--- src/rtl/scope_pkg.sv ---
// ---------------------------------------------------------------------------
// scope_pkg
// Shared types for the scope capture sequencer: FSM state encoding, trigger
// mode encodings and small elaboration-time helpers.
// Optional feature macro used by the top: SCOPE_CAPTURE_AUTO_EN.
// ---------------------------------------------------------------------------
package scope_pkg;

    typedef enum logic [2:0] {
        ST_IDLE        = 3'd0,
        ST_FILL        = 3'd1,
        ST_ARMED       = 3'd2,
        ST_POST        = 3'd3,
        ST_COMMIT_WAIT = 3'd4,
        ST_HOLDOFF     = 3'd5
    } state_e;

    localparam logic [1:0] MODE_NORMAL = 2'd0;
    localparam logic [1:0] MODE_AUTO   = 2'd1;
    localparam logic [1:0] MODE_SINGLE = 2'd2;

    // States in which incoming samples are written to the capture RAM.
    function automatic logic state_writes(input state_e s);
        return (s == ST_FILL) || (s == ST_ARMED) || (s == ST_POST);
    endfunction

    function automatic int max3(input int a, input int b, input int c);
        int m;
        m = (a > b) ? a : b;
        return (m > c) ? m : c;
    endfunction

endpackage

--- src/rtl/sample_edge_det.sv ---
// ---------------------------------------------------------------------------
// sample_edge_det
// Rising-edge detector on the trigger level, qualified by the sample strobe.
// The previous-level register only advances on sample_tick_i, so the edge is
// defined in sample time rather than clock time.
//
// Ports:
//   clk           in  system clock
//   reset_n       in  asynchronous active-low reset
//   sample_tick_i in  sample strobe
//   trig_i        in  trigger level
//   clear_i       in  synchronous clear of the previous level (FILL entry)
//   rise_o        out rising edge seen on this sample
// ---------------------------------------------------------------------------
module sample_edge_det (
    input  logic clk,
    input  logic reset_n,
    input  logic sample_tick_i,
    input  logic trig_i,
    input  logic clear_i,
    output logic rise_o
);

    logic trig_prev_q;

    always_ff @(posedge clk or negedge reset_n) begin
        if (!reset_n) begin
            trig_prev_q <= 1'b0;
        end else if (clear_i) begin
            trig_prev_q <= 1'b0;
        end else if (sample_tick_i) begin
            trig_prev_q <= trig_i;
        end
    end

    assign rise_o = sample_tick_i & trig_i & ~trig_prev_q;

endmodule

--- src/rtl/scope_capture_ctrl.sv ---
// ---------------------------------------------------------------------------
// scope_capture_ctrl
// Trigger and capture sequencer for the circular waveform RAM. Fills a
// pre-trigger window, hunts for a trigger edge (or an auto timeout), fills
// the remainder of the record, then hands the record over on a frame
// boundary and optionally re-arms after a holdoff.
//
// Optional feature: define SCOPE_CAPTURE_AUTO_EN to build the auto-trigger
// timeout. Without it mode 1 behaves as normal and auto_fired is 0.
//
// Ports:
//   clk, reset_n        clock, asynchronous active-low reset
//   sample_tick         new-sample strobe
//   trig_in             trigger level
//   mode[1:0]           0 normal, 1 auto, 2 single, 3 normal
//   arm                 start pulse for single mode (IDLE only)
//   can_commit          frame-boundary pulse
//   capture_we          RAM write enable (combinational from sample_tick)
//   capture_addr[AW-1:0] RAM write address
//   commit              one-cycle record-valid pulse
//   start_addr[AW-1:0]  oldest sample of the committed record
//   busy                capture in progress
//   auto_fired          last trigger came from the timeout
//
// State table:
//   IDLE        | waiting to start (immediately, or on arm in single mode)
//   FILL        | writing the pre-trigger window, triggers ignored
//   ARMED       | writing and watching for a trigger edge / timeout
//   POST        | writing the post-trigger part of the record
//   COMMIT_WAIT | record complete, waiting for a frame boundary
//   HOLDOFF     | counting sample ticks before re-arming
// ---------------------------------------------------------------------------
module scope_capture_ctrl
    import scope_pkg::*;
#(
    parameter int AW           = 10,
    parameter int PRETRIG      = 128,
    parameter int HOLDOFF      = 64,
    parameter int AUTO_TIMEOUT = 4096
) (
    input  logic          clk,
    input  logic          reset_n,
    input  logic          sample_tick,
    input  logic          trig_in,
    input  logic [1:0]    mode,
    input  logic          arm,
    input  logic          can_commit,
    output logic          capture_we,
    output logic [AW-1:0] capture_addr,
    output logic          commit,
    output logic [AW-1:0] start_addr,
    output logic          busy,
    output logic          auto_fired
);

    localparam int DEPTH   = 1 << AW;
    localparam int POST_N  = DEPTH - PRETRIG - 1;
    localparam int CNT_MAX = max3(PRETRIG, POST_N, HOLDOFF);
    localparam int CW      = $clog2(CNT_MAX + 1);

    // Down-counter loads are N-1 so the terminal count is always zero.
    localparam logic [CW-1:0] FILL_LOAD = CW'(PRETRIG - 1);
    localparam logic [CW-1:0] POST_LOAD = CW'(POST_N - 1);
    localparam logic [CW-1:0] HOLD_LOAD = CW'(HOLDOFF - 1);
    localparam logic [AW-1:0] PRE_OFS   = AW'(PRETRIG);

`ifdef SCOPE_CAPTURE_AUTO_EN
    localparam int            TW      = $clog2(AUTO_TIMEOUT + 1);
    localparam logic [TW-1:0] TO_LOAD = TW'(AUTO_TIMEOUT - 1);
`endif

    state_e        state_q;
    logic [CW-1:0] cnt_q;
    logic [AW-1:0] addr_q;
    logic [AW-1:0] addr_d;
    logic [AW-1:0] start_q;
    logic          commit_q;
    logic [1:0]    mode_q;

    logic          writing;
    logic          start_ok;
    logic          fill_entry;
    logic          rise;
    logic          auto_hit;
    logic          trig_hit;

`ifdef SCOPE_CAPTURE_AUTO_EN
    logic [TW-1:0] to_cnt_q;
    logic          auto_q;
`endif

    assign writing    = state_writes(state_q);
    assign capture_we = sample_tick & writing;
    assign addr_d     = capture_we ? addr_q + AW'(1) : addr_q;

    assign start_ok   = (mode != MODE_SINGLE) || arm;

    // trig_prev must be cleared on the same edge that enters FILL so a level
    // already high at the start of a capture cannot trigger.
    assign fill_entry = ((state_q == ST_IDLE) && start_ok) ||
                        ((state_q == ST_HOLDOFF) && sample_tick && (cnt_q == '0));

    sample_edge_det u_edge (
        .clk          (clk),
        .reset_n      (reset_n),
        .sample_tick_i(sample_tick),
        .trig_i       (trig_in),
        .clear_i      (fill_entry),
        .rise_o       (rise)
    );

`ifdef SCOPE_CAPTURE_AUTO_EN
    assign auto_hit = (mode_q == MODE_AUTO) && capture_we && (to_cnt_q == '0);
`else
    assign auto_hit = 1'b0;
`endif

    assign trig_hit = (state_q == ST_ARMED) && (rise || auto_hit);

    always_ff @(posedge clk or negedge reset_n) begin
        if (!reset_n) begin
            state_q  <= ST_IDLE;
            cnt_q    <= '0;
            addr_q   <= '0;
            start_q  <= '0;
            commit_q <= 1'b0;
            mode_q   <= MODE_NORMAL;
`ifdef SCOPE_CAPTURE_AUTO_EN
            to_cnt_q <= '0;
            auto_q   <= 1'b0;
`endif
        end else begin
            addr_q   <= addr_d;
            commit_q <= 1'b0;
            case (state_q)
                ST_IDLE: begin
                    if (start_ok) begin
                        state_q <= ST_FILL;
                        cnt_q   <= FILL_LOAD;
                        mode_q  <= mode;
                    end
                end
                ST_FILL: begin
                    if (capture_we) begin
                        if (cnt_q == '0) begin
                            state_q  <= ST_ARMED;
`ifdef SCOPE_CAPTURE_AUTO_EN
                            to_cnt_q <= TO_LOAD;
`endif
                        end else begin
                            cnt_q <= cnt_q - CW'(1);
                        end
                    end
                end
                ST_ARMED: begin
                    if (trig_hit) begin
                        // The sample written this cycle is the trigger sample.
                        start_q <= addr_q - PRE_OFS;
                        state_q <= ST_POST;
                        cnt_q   <= POST_LOAD;
`ifdef SCOPE_CAPTURE_AUTO_EN
                        // A real edge on the timeout sample wins.
                        auto_q  <= ~rise;
`endif
                    end
`ifdef SCOPE_CAPTURE_AUTO_EN
                    else if (capture_we && (to_cnt_q != '0)) begin
                        to_cnt_q <= to_cnt_q - TW'(1);
                    end
`endif
                end
                ST_POST: begin
                    if (capture_we) begin
                        if (cnt_q == '0) begin
                            state_q <= ST_COMMIT_WAIT;
                        end else begin
                            cnt_q <= cnt_q - CW'(1);
                        end
                    end
                end
                ST_COMMIT_WAIT: begin
                    if (can_commit) begin
                        commit_q <= 1'b1;
                        cnt_q    <= HOLD_LOAD;
                        state_q  <= (mode_q == MODE_SINGLE) ? ST_IDLE : ST_HOLDOFF;
                    end
                end
                ST_HOLDOFF: begin
                    if (sample_tick) begin
                        if (cnt_q == '0) begin
                            state_q <= ST_FILL;
                            cnt_q   <= FILL_LOAD;
                            mode_q  <= mode;
                        end else begin
                            cnt_q <= cnt_q - CW'(1);
                        end
                    end
                end
                default: begin
                    state_q <= ST_IDLE;
                end
            endcase
        end
    end

    assign capture_addr = addr_q;
    assign start_addr   = start_q;
    assign commit       = commit_q;
    assign busy         = (state_q == ST_FILL) || (state_q == ST_ARMED) ||
                          (state_q == ST_POST) || (state_q == ST_COMMIT_WAIT);
`ifdef SCOPE_CAPTURE_AUTO_EN
    assign auto_fired   = auto_q;
`else
    assign auto_fired   = 1'b0;
`endif

endmodule

--- config.mk ---
export PLATFORM = sky130hd
export DESIGN_NAME = scope_capture_ctrl
export DESIGN_NICKNAME = d
export VERILOG_FILES = /design/src/rtl/scope_pkg.sv /design/src/rtl/sample_edge_det.sv /design/src/rtl/scope_capture_ctrl.sv
export SDC_FILE = /design/constraint.sdc
export NUM_CORES = 1
export LEC_CHECK = 0
export BUFFER_PORTS_ARGS = -buffer_cell sky130_fd_sc_hd__buf_2
export CAP_MARGIN = 15
export CORE_UTILIZATION = 55
export DETAILED_ROUTE_END_ITERATION = 12
export PLACE_DENSITY = 0.78
export SKIP_CTS_REPAIR_TIMING = 1
export SLEW_MARGIN = 20
export SYNTH_ARGS = -nofsm -noshare
export SYNTH_HDL_FRONTEND = slang
export SYNTH_HIERARCHICAL = 1
export SYNTH_SLANG_ARGS = --single-unit
--- constraint.sdc ---
create_clock -name clk -period 2.55 [get_ports clk]
set_clock_uncertainty 0.05 [all_clocks]
set_input_delay 0.255 -clock clk [delete_from_list [all_inputs] [get_ports clk]]
set_output_delay 0.255 -clock clk [all_outputs]
set_load 0.05 [all_outputs]
### Yosys cells after proc, flatten, opt, wreduce, memory -nomap -nowiden

Index checks and enable logic that the tools add are counted.
W data, S select, Z words.

* bits in registers: 37
* bits of input ports: 8
* output and inout port bits: 24

* add/subtract/negate cells: 3
* equal/unequal tests: 18
* muxes and demuxes: 27
* bitwise operators: 4
* reduce and logical (&&, ||, !) cells: 19

Operators with widths (count)
* $mux W10: 7
* $pmux W10 S5: 1
* $mux W3: 10
* $pmux W3 S6: 1
* $ne A2 B2 Y1 const B: 8
* $add A10 B1 Y10 const B: 1
* $logic_not A10 Y1: 1
* $sub A10 B1 Y10 const B: 1
* $sub A10 B8 Y10 const B: 1
* $reduce_and A9 Y1: 1
* $ne A2 B1 Y1 const B: 4
* $reduce_and A7 Y1: 1
* $eq A3 B2 Y1 const B: 2
* $eq A3 B3 Y1 const B: 2
* $mux W2: 3
* $logic_or A1 B1 Y1: 5
* $reduce_bool A5 Y1: 1
* $logic_and A1 B1 Y1: 4
* $mux W1: 4
* $pmux W2 S2: 1
* $reduce_and A4 Y1: 1
* $reduce_bool A2 Y1: 2
* $and A1 B1 Y1: 3
* $eq A3 B1 Y1 const B: 1
* other kinds (5): 5

### Depth between registers and ports, before layout

* depth after elaboration: 6
* gate-level depth with buffers: 7
* gate-level depth less buffers: 7

### Cells and area by module

Netlist, hierarchy kept.

By module, submodules not included
* scope_capture_ctrl: instances 1, cells each 203, area each 1896.8 um^2
* sample_edge_det: instances 1, cells each 5, area each 47.5 um^2

### Worst setup path after synthesis

Ideal clock, no wire load.

* path type: register to register
* start: register state_q[2]
* end: register addr_q[1] (netlist: capture_addr[1])
* library setup time: 0.125 ns
* data arrival time: 2.264 ns
* setup slack: 0.111 ns
* stages on the path, launching flop included: 4
* path buffers: 1
* clock period less this slack: 2.439 ns
* path through: dfrtp_1 > buf_2 > nor3_1 > mux2_2

* cells in the longest elaborated chain, start to end: 4

RTL lines
* from (decl): line scope_capture_ctrl.sv:72 `state_e state_q;`
* from (signal assigned): line scope_capture_ctrl.sv:185 `state_q <= (mode_q == MODE_SINGLE) ? ST_IDLE : ST_HOLDOFF;`
* $eq A3 B1 Y1 / $eq A3 B2 Y1 (equally long branches): line scope_pkg.sv:24 `return (s == ST_FILL) || (s == ST_ARMED) || (s == ST_POST);`
* $logic_or A1 B1 Y1: line scope_pkg.sv:24
* $logic_or A1 B1 Y1 (*): line scope_pkg.sv:24
* $and A1 B1 Y1 (*): line scope_capture_ctrl.sv:93 `assign capture_we = sample_tick & writing;`
* net capture_we: line scope_capture_ctrl.sv:48 `output logic capture_we,`
* to (signal assigned): line scope_capture_ctrl.sv:133 `addr_q <= addr_d;`
* to (decl): line scope_capture_ctrl.sv:74 `logic [AW-1:0] addr_q;`

The timed path passes the listed nets; every way through them passes the cells marked *.
A chain may end at the register's enable or synchronous reset.

### Final worst setup path

* start: register cnt_q[0]
* end: register cnt_q[8]

* cells in the longest elaborated chain, start to end: 4

RTL lines
* from (decl): line scope_capture_ctrl.sv:73 `logic [CW-1:0] cnt_q;`
* from (signal assigned): line scope_capture_ctrl.sv:151 `cnt_q <= cnt_q - CW'(1);`
* from (signal assigned): line scope_capture_ctrl.sv:177 `cnt_q <= cnt_q - CW'(1);`
* from (signal assigned): line scope_capture_ctrl.sv:195 `cnt_q <= cnt_q - CW'(1);`
* $sub A10 B1 Y10 / $logic_not A10 Y1 (equally long branches)
* $mux W10 (on tied branches): line scope_capture_ctrl.sv:190, scope_capture_ctrl.sv:145, scope_capture_ctrl.sv:174
* $mux W10 (on tied branches): line scope_capture_ctrl.sv:189, scope_capture_ctrl.sv:144
* $pmux W10 S5: line scope_capture_ctrl.sv:135 `case (state_q)`

Several ways; a longest one is shown, not always the timed one. The select of a mux whose other input is x is not followed.

==> results.tsv <==
metric	value	unit
status	complete, but fails checks	
failing checks	hold timing	
post-DR vias/cell	5.65	
full die area	0.00378	mm2
core area	0.00336	mm2
TritonRoute pass-1 iters	4	
combinational share of power	37.8	%
Starting Density	57.8	%
1st-iter DRT viols	81	
switching share of power	42.1	%
register area	926	um2
DRT antenna net count	0	
CP Max Fanout	8	
P_leak	1.09	nW
Slew headroom	44.5	%
final wirelength	4070	um
Commonest cells post-synth	nand2_1, dfrtp_1, nor2_1	
hpwl dp	2890	um
Yosys top cell by area	dfrtp_1	
CTS root buf	clkbuf_4	
family with the most delay on the worst path	simple AND/OR/NAND/NOR gates	
Max Cap Viol	0	
fin nets	256	
Worst path slowest cell	dfrtp_1	
transition time of the tightest slew-check pin	0.833	ns
Placer Congestion	0.859	
clock network power share	18.4	%
max frequency	0.445	GHz
row cnt	21	
CTS clk-pin slew, worst paths	0.11	ns
worst setup path category	flop to flop	
Slew Viols, Final	0	
Vias	1639	
CTS tree	built	
Syn Inst Count	208	
share of cells above drive strength 1	21.7	%
post-synthesis cell type count	53	
Seq cells post-synth	37	
FF-to-FF setup slack	0.30	ns
Setup TNS	0	ns
Yosys top cell area share	47.6	%
Pint	1.22	mW
number of synthesis warnings	6	
# IOs	32	
die width	61.5	um
WP depth	8	
Crit Reg-Reg Endpoint	cnt_q[8]	
Hold Crit Class	primary input to async pin	
Post-synth EDFFs	0	
Net Switching	0.886	mW
vias in the first global route	1472	
post-synthesis sequential area ratio	47.6	%
# fillers	299	
initial antenna violation count	0	
# diodes	0	
Multi-input gate area	952	um2
max incr delay on CP	0.48	ns
worst skew pair latency	0.33	ns
Critical Path Most Common Cell	nand4_1	
CTS buffer count	5	
final hold vios	37	
P&R area growth vs syn	15.1	%
Clock Sinks	37	
most instantiated library cell after synthesis	nand2_1	
post-placement cell count	283	
Peak VDD IR	0.744	mV
reg2reg start	cnt_q[0]	
Critical path buffers and inverters	2	
worst hold margin	-0.0428	ns
first-pass GRT wire length	6760	um
Cell Area, Synth	0.00194	mm2
Clock H-tree levels	2	
Final Non-Filler Cells	290	
global route total overflow	0	
DR DRC count	0	
total track usage	25.0	%
Async SR Flop Fraction	100	%
wire length per cell	14.0	um
register share of total power	43.8	%
Synth area leaders	dfrtp_1, nand2_1, xnor2_1	
CP required	2.78	ns
largest net degree at the start of global routing	38	
setup violators final	0	
Die Span Y	61.5	um
Tmin final	2.25	ns
unrepaired setup endpoints after global routing	no	
Worst R2R Path Depth	8	
syn_nets	220	
Port Buf Inserts	30	
worst-path cell chain	inv_1, ha_1, nor4b_2, buf_4, nand4_1, nand4_1, a2111oi_0, a21o_1	
Mean Syn Cell Area	9.35	um2
Worst Path Arrival	2.48	ns
CP Capture Type	flop	
type of origin of the critical path	flop	
power density cells	939	mW/mm2
CTS Buffer Depth	2	
top_reg_cell synth	dfrtp_1	
ratio of final minimum period to clock period	88.1	%
## power by group through the flow
stage	registers, mW	logic (mW)	clock network, mW
after detailed placement	0.930	0.792	0
after global routing	0.949	0.880	0.428
final	0.921	0.794	0.386
after floorplan	1.08	0.422	0
after global placement	0.922	0.780	0
after CTS	0.920	0.796	0.397
## state kept, by name (all words and copies together), names as in the netlist
register	cells
mode_q	2
capture_addr	10
state_q	3
cnt_q	10
u_edge/trig_prev_q	1
start_addr	10
commit	1
## logic make-up (layout without fill, tap and decap cells)
group,count (synthesis),after routing,share of synthesized area [%]
AOI/OAI and AO/OA,40,40,14.0
xor gates and xnor gates,12,12,5.41
adders and majority gates,4,4,2.57
buffers and inverters,16,52,3.41
DFF,37,37,47.6
muxes,4,4,2.25
other,1,1,0.193
and+or+nand+nor,94,94,24.6
## worst max-delay path by stage
stage,from,endpoint,slack (ns)
finish,cnt_q[0],cnt_q[8],0.30
global route,cnt_q[0],cnt_q[8],0.03
CTS,cnt_q[0],cnt_q[8],0.27
detailed placement,cnt_q[0],cnt_q[8],0.29
global placement,cnt_q[0],cnt_q[3],0.30
floorplan,state_q[2],capture_addr[1],0.11
## through the flow
step	util [%]	instance area, um2	power [mW]	worst slack (ns)	hold WS, ns
final	66.5	2240	2.10	0.302	-0.0428
after global routing	66.5	2240	2.26	0.0257	0.00319
after CTS	66.5	2240	2.11	0.267	-0.0228
after detailed placement	64.4	2160	1.72	0.290	0.347
after global placement	64.4	2160	1.70	0.304	0.341
after floorplan	-	1940	1.50	0.111	-0.0906
## cell type report
type / instances / share of cell area [%]
multi-input combinational: 155 / 42.6
sequential: 37 / 41.4
timing repair buffer: 36 / 8.72
tap: 46 / 2.57
clock buffer: 5 / 1.68
clock inverter: 2 / 1.57
inverter: 9 / 1.51
## worst register-to-register path: cells and delay by family (launching register included)
family / cells / cell delay [ns]
buffers and inverters: 2 / 0.25
and+or+nand+nor: 3 / 0.59
AOI/OAI and AO/OA: 2 / 0.59
adders and majority gates: 1 / 0.25
DFF: 1 / 0.48
## metal layers
metal	track usage, %	wire length, um
met5	0	0
met4	6.35	21
met3	6.93	139
met2	37.6	1900
met1	36.1	2000
## cell usage in the layout (no fill, tap or decap), drive strengths merged, types with 3 or more instances in the layout
master | synthesis | final
nor2b | 3 | 3
mux2 | 3 | 3
a21oi | 8 | 8
clkbuf | 4 | 5
and3 | 4 | 4
nand2 | 39 | 39
buf | 3 | 36
xor2 | 3 | 3
ha | 4 | 4
o31ai | 4 | 4
nand4 | 6 | 6
nand2b | 4 | 4
inv | 9 | 9
dfrtp | 37 | 37
xnor2 | 9 | 9
nand3 | 11 | 11
nor2 | 14 | 14
o21ai | 8 | 8
Power figures use the tool's default switching activity.
